`config.mk`:
```
export PLATFORM = sky130hd
export DESIGN_NAME = grid_ram_arbiter
export DESIGN_NICKNAME = d
export VERILOG_FILES = /design/src/rtl/grid_ram_arbiter.sv
export SDC_FILE = /design/constraint.sdc
export NUM_CORES = 1
export LEC_CHECK = 0
export ABC_AREA = 1
export CAP_MARGIN = 20
export CORE_UTILIZATION = 30
export DETAILED_ROUTE_END_ITERATION = 8
export GPL_TIMING_DRIVEN = 0
export HOLD_SLACK_MARGIN = 0.03
export PLACE_DENSITY_LB_ADDON = 0.15
export SLEW_MARGIN = 10
export SYNTH_ARGS = -nofsm -noshare
export SYNTH_HDL_FRONTEND = slang
export SYNTH_SLANG_ARGS = --single-unit
```
`constraint.sdc`:
```
create_clock -name clock_25 -period 1.6 [get_ports clock_25]
set_clock_uncertainty 0.1 [all_clocks]
set_input_delay 0.32 -clock clock_25 [delete_from_list [all_inputs] [get_ports clock_25]]
set_output_delay 0.32 -clock clock_25 [all_outputs]
set_load 0.05 [all_outputs]
```
`src/rtl/grid_ram_arbiter.sv`:
```
// rtl/grid_ram_arbiter.sv - shares the snake-grid RAM between renderer and game engine, opening a game window in vblank
// Optional GRID_FRAME_DIV_EN: open the window only on every FRAME_DIV-th frame_tik rising edge.
module grid_ram_arbiter #(
    parameter int ADDR_W     = 6,
    parameter int DATA_W     = 2,
    parameter int WINDOW_CYC = 1600,
    parameter int FRAME_DIV  = 8
) (
    input  logic              clock_25,
    input  logic              reset,
    input  logic              display_area_i,
    input  logic              frame_tik_i,
    input  logic              vid_req_i,
    input  logic [ADDR_W-1:0] vid_addr_i,
    output logic [DATA_W-1:0] vid_rdata_o,
    output logic              vid_valid_o,
    input  logic              game_req_i,
    input  logic              game_we_i,
    input  logic [ADDR_W-1:0] game_addr_i,
    input  logic [DATA_W-1:0] game_wdata_i,
    input  logic              game_done_i,
    output logic              game_gnt_o,
    output logic [DATA_W-1:0] game_rdata_o,
    output logic              game_rvalid_o,
    output logic              update_start_o,
    output logic              overrun_o,
    output logic [ADDR_W-1:0] ram_addr_o,
    output logic              ram_we_o,
    output logic [DATA_W-1:0] ram_wdata_o,
    input  logic [DATA_W-1:0] ram_rdata_i
);
    localparam int CNT_W = (WINDOW_CYC > 1) ? $clog2(WINDOW_CYC) : 1;
    localparam int DIV_W = (FRAME_DIV > 1) ? $clog2(FRAME_DIV) : 1;
    localparam logic [CNT_W-1:0] CNT_LAST = CNT_W'(WINDOW_CYC - 1);
    localparam logic [DIV_W-1:0] DIV_LAST = DIV_W'(FRAME_DIV - 1);

    typedef enum logic {S_VIDEO, S_UPDATE} state_t;

    state_t             state_q, state_d;
    logic               tik_q;
    logic [CNT_W-1:0]   cnt_q, cnt_d;
    logic [DIV_W-1:0]   div_q, div_d;
    logic               update_start_q, update_start_d;
    logic               overrun_q, overrun_d;
    logic               vid_valid_q, game_rvalid_q;
    logic               vid_win, game_gnt, game_read, tik_rise, open_win;

    // Video is masked while reset is held so the RAM port reads address 0 during reset.
    assign vid_win   = vid_req_i & reset;
    assign game_gnt  = (state_q == S_UPDATE) & game_req_i & ~vid_req_i;
    assign game_read = game_gnt & ~game_we_i;
    assign tik_rise  = frame_tik_i & ~tik_q;

    always_comb begin
        div_d = div_q;
        if (tik_rise) begin
            div_d = (div_q == DIV_LAST) ? '0 : div_q + 1'b1;
        end
`ifdef GRID_FRAME_DIV_EN
        open_win = tik_rise & (div_d == '0);
`else
        open_win = tik_rise;
`endif
    end

    always_comb begin
        state_d        = state_q;
        cnt_d          = cnt_q;
        update_start_d = 1'b0;
        overrun_d      = overrun_q;
        case (state_q)
            S_VIDEO: begin
                if (open_win) begin
                    state_d        = S_UPDATE;
                    cnt_d          = '0;
                    update_start_d = 1'b1;
                end
            end
            S_UPDATE: begin
                // A grant in the closing cycle still completes; only an ungranted request is an overrun.
                if (game_done_i || (cnt_q == CNT_LAST) || display_area_i) begin
                    state_d = S_VIDEO;
                    if (game_req_i && !game_gnt) begin
                        overrun_d = 1'b1;
                    end
                end else begin
                    cnt_d = cnt_q + 1'b1;
                end
            end
            default: state_d = S_VIDEO;
        endcase
    end

    always_ff @(posedge clock_25 or negedge reset) begin
        if (!reset) begin
            state_q        <= S_VIDEO;
            tik_q          <= 1'b0;
            cnt_q          <= '0;
            div_q          <= '0;
            update_start_q <= 1'b0;
            overrun_q      <= 1'b0;
            vid_valid_q    <= 1'b0;
            game_rvalid_q  <= 1'b0;
        end else begin
            state_q        <= state_d;
            tik_q          <= frame_tik_i;
            cnt_q          <= cnt_d;
            div_q          <= div_d;
            update_start_q <= update_start_d;
            overrun_q      <= overrun_d;
            vid_valid_q    <= vid_win;
            game_rvalid_q  <= game_read;
        end
    end

    assign ram_addr_o     = vid_win ? vid_addr_i : (game_gnt ? game_addr_i : '0);
    assign ram_we_o       = game_gnt & game_we_i;
    assign ram_wdata_o    = (game_gnt & game_we_i) ? game_wdata_i : '0;
    assign game_gnt_o     = game_gnt;
    assign vid_rdata_o    = ram_rdata_i;
    assign game_rdata_o   = ram_rdata_i;
    assign vid_valid_o    = vid_valid_q;
    assign game_rvalid_o  = game_rvalid_q;
    assign update_start_o = update_start_q;
    assign overrun_o      = overrun_q;
endmodule
```
---- Word level (Yosys, flattened, before mapping) ----
Index checks and enable logic that the tools add are counted.
storage, ports and cells
  flip-flop bits (word level) ............. 17
  input bits .............................. 24
  output and inout bits ................... 18
  logic and storage cells ................. 37
cells by class
  add/sub/neg operators ................... 1
  equality and inequality tests ........... 3
  multiplexer cells ....................... 10
  bitwise gates (word level) .............. 10
  reductions and logical operators ........ 6
operators by type and width
  cell                                           number
  2-to-1 mux 11 bit                              2
  case mux 11 bit (2 select lines)               1
  2-to-1 mux 6 bit                               2
  adder 11 x 1 -> 11 bit, second input constant  1
  equality test 11 bit, second input constant    1
  AND 1 bit                                      6
  != test 2 bit, second input constant           2
  NOT 1 bit                                      4
  2-to-1 mux 1 bit                               3
  AND reduction 3 bit                            1
  logical OR 1 bit                               2
  2-to-1 mux 2 bit                               1
  case mux 1 bit (2 select lines)                1
  AND reduction 2 bit                            1
  logical AND 1 bit                              1
  zero test 1 bit                                1

---- Longest topological paths before layout ----
  word-level depth ........................ 5
  gate-level depth with buffers ........... 8
  mapped depth without buffers ............ 8

---- Least setup slack after synthesis ----
No wires, ideal clock.
  kind .................................... register to output
  start point ............................. register state_q
  end point ............................... output port ram_we_o
  data arrival time ....................... 1.913 ns
  data required time ...................... 1.180 ns
  slack ................................... -0.733 ns
  stages on the path, launching flop included .. 6
  buffers on the path ..................... 1
  cells stage by stage .................... dfrtp_1 buf_2 nand2_1 nor2_2 inv_1 nor2_1
between the ends
  longest elaborated chain between the ends .. 3
ends and longest elaborated chain
  element                 line  RTL
  start, declared         39    state_t state_q, state_d;
  start signal, assigned  105   state_q <= state_d;
  AND 1 bit (2 in a row)  50    assign game_gnt = (state_q == S_UPDATE) & game_req_i & ~vid_req_i;
  net game_gnt_o          22    output logic game_gnt_o,
  AND 1 bit               117   assign ram_we_o = game_gnt & game_we_i;
  end, declared           28    output logic ram_we_o,
The timed path passes the listed nets, and every way through them passes these cells.

---- Worst setup path in the final report ----
  start point ............................. register state_q
  end point ............................... output port ram_wdata_o[1]
between the ends
  longest elaborated chain between the ends .. 4
ends and longest elaborated chain
  element                 line  RTL
  AND 1 bit (2 in a row)  50
  AND 1 bit               118   assign ram_wdata_o = (game_gnt & game_we_i) ? game_wdata_i : '0;
  2-to-1 mux 2 bit        118
  end, declared           29    output logic [DATA_W-1:0] ram_wdata_o,
No other way between the ends.

==> results.md <==
* Worst slew pin tran at ~0.8 ns
* Iter 0 DRT Violations at 45
* Min Tclk post-route at 1.736 ns
* Initial Util at around a third
* Final Power at approximately 1000 µW
* Final hold vios at 0
* # rows at 20
* Placed Instance Area at between 1500 and 2000 µm²
* Post-route design area at between 1500 and 2000 µm²
* # nets final at about 220
* HPWL after DPL at between 1.5 and 2 mm
* Setup crit start kind: flop
* Total GRT Usage at 16.19%
* Count of buffers from port buffering at 39
* Number of routed nets with antenna violations at 0
* PnR worst setup slack at -0.1364 ns
* RePlAce Congestion at roughly 0.86
* # clock sinks at 17
* Final wirelength at approximately 3.0 mm
* Core area at roughly 3200 µm²
* Sequential share of the synthesized area at between 40% and 50%
* Worst-path clk slew at roughly 0.10 ns
* Avg Inst Size Synth at 7.453 µm²
* CTS tree: done
* Worst setup EP type: output pin
* First-pass GRT wire length at 4.347 mm
* Die W at 60.55 µm
* Clk pwr share at 24.0%
* Chip height at between 60 and 70 µm
* Inserted Diodes at 0
* Yosys reg bits at 17
* Wirelength per Cell at 12.61 µm
* Sw Pwr at between 300 and 400 µW
* Min-Delay Path Class: input port to flop
* Power share of the combinational group at between 30% and 40%
* Die area at 3666 µm²
* TritonRoute pass-1 iters at 4
* P_leak at 0.0008486 µW
* Final setup TNS at -0.9380 ns
* Max Fanout on Critical Path at 5
* Setup CP Type: flop to output pin
* Vias in the first global route at roughly 1,000
* Vias at 1,087
* Final worst path period share at 108.5%
* WP data required at 1.18 ns
* Peak VDD IR at 0.2385 mV
* Initial antenna violation count at 0
* Most frequent cells in the layout: nand2_1 (41), clkdlybuf4s50_1 (18), dfrtp_1 (16)
* Routed vias/inst at 4.645
* I/O pins at 42
* CTS Buf Count at 3
* Grt total ovfl at 0
* Net Sw Frac at 32.88%
* Internal power component at ~670 µW
* Pwr/cell area at 583.3 nW/µm²
* Syn Inst Count at around 140
* Highest Clock Rate at approximately 580 MHz
* RSZ-0062 raised after global routing: true
* Commonest non-fill, non-tap cell in the layout: nand2_1
* Slew margin rel. at between 40% and 50%
* MaxCap Viol Count at 0
* Register share of total power at about 46%
* Final Max Tran Viols at 0
* Clk root buf: clkbuf_4
* Syn Std Cell Area at 1028 µm²
* Share of layout cells above drive strength 1 at a little under a third
* Area growth from synthesis to layout at 67.15%
* DRC viols at 0
* YS warnings at 0
* Place WS at -1.526 ns
* Post-Syn Nets at between 150 and 200
* Pin count of the biggest net entering global routing at 18
* Fillers at ~310
* Maximum clock insertion buffer count at 2
* Data arrival time of the worst path at between 1 and 1.5 ns
* Failing checks: setup timing
* Clk_lat worst skew at 0.29 ns
* H-tree levels at 1
* Setup violators final at 10
* Outcome: finished, violations left
* Unique masters post-synth at 24
-- power groups by stage --
| stage | sequential (µW) | combinational, µW | clock (µW) |
|---|---|---|---|
| after floorplan | 488 | 129 | 0 |
| after global routing | 465 | 322 | 277 |
| after global placement | 464 | 271 | 0 |
| final | 462 | 300 | 241 |
| after CTS | 456 | 283 | 251 |
| after detailed placement | 464 | 275 | 0 |
-- stage by stage --
stage | util (%) | hold slack (ns) | std cells
floorplan | - | -0.07559 | 138
global placement | 48.13 | 0.3111 | 221
detailed placement | 48.13 | 0.3181 | 221
CTS | 50.32 | 0.2257 | 228
global route | 54.52 | 0.2544 | 234
finish | 54.52 | 0.2598 | 234
-- sequential cells by signal (all words and copies together), names as in the netlist --
register and flops:
tik_q 1, game_rvalid_o 1, cnt_q 11, update_start_o 1, state_q 1, vid_valid_o 1
overrun_o 1
-- final cells by class --
cell class                 count  area, µm²  area share [%]
clock buffer                   4      26.28           1.528
buffer                         6      46.29           2.693
timing repair buffer          48      481.7           28.02
sequential                    17      426.7           24.82
tap                           44      55.05           3.202
multi-input combinational     97      615.6           35.81
inverter                      18      67.56           3.930
-- cells by family after synthesis --
kind of cell	synth area share, %
and+or+nand+nor	36.37
AOI/OAI and AO/OA	7.785
adders and majority gates	1.216
buffers and inverters	11.56
DFF	41.36
xor gates and xnor gates	1.703
-- synth_stat cells, drive strengths merged --
library cell	count	area [µm²]
a21oi	3	15.01
nand3	18	100.1
inv	18	67.57
ha	1	12.51
nor2	14	65.06
nand3b	1	7.510
and3	2	12.51
dfrtp	17	425.4
o21ai	1	5.000
a22o	6	52.55
nand4	1	6.260
nand2	44	167.7
xor2	2	17.52
o21bai	1	7.510
nor3	2	15.01
buf	7	51.30
-- what timing repair did --
| action | 4_1_cts | 5_1_grt |
|---|---|---|
| hold endpoints to repair | 17 | 0 |
| pin swaps | 3 | 7 |
| hold buffers | 1 | 0 |
| resized for setup | 90 | 24 |
| setup endpoints to repair | 17 | 26 |
| setup buffers | 1 | 6 |
| cloned | 1 | 1 |
-- routing by layer --
| layer | up-vias | routed length, µm | track usage (%) |
|---|---|---|---|
| met5 | - | 0 | 0 |
| met4 | 0 | 13 | 5.844 |
| met3 | 2 | 91 | 3.412 |
| met2 | 18 | 1598 | 27.79 |
| met1 | 520 | 1246 | 20.05 |
| li1 | 547 | - | - |
-- critical path, cell delays in order (launching register included) --
cell and delay (ns):
dfrtp_1 0.41, nand2_4 0.08, nor2_4 0.17, and3_4 0.22
buf_8 0.14
-- path summary, 6_finish.rpt --
| kind | end | slack [ns] | cells after the start | startpoint |
|---|---|---|---|---|
| max | ram_wdata_o[1] | -0.14 | 4 | state_q |
| min | vid_valid_o | 0.26 | 3 | reset |
| max reg2reg | cnt_q[10] | 0.07 | 10 | cnt_q[1] |
| min reg2reg | update_start_o | 0.33 | 1 | tik_q |
| max in group asynchronous | cnt_q[0] | 0.28 | 2 | reset |
| min in group asynchronous | cnt_q[9] | 0.58 | 2 | reset |
(Power assumes the default switching activity.)
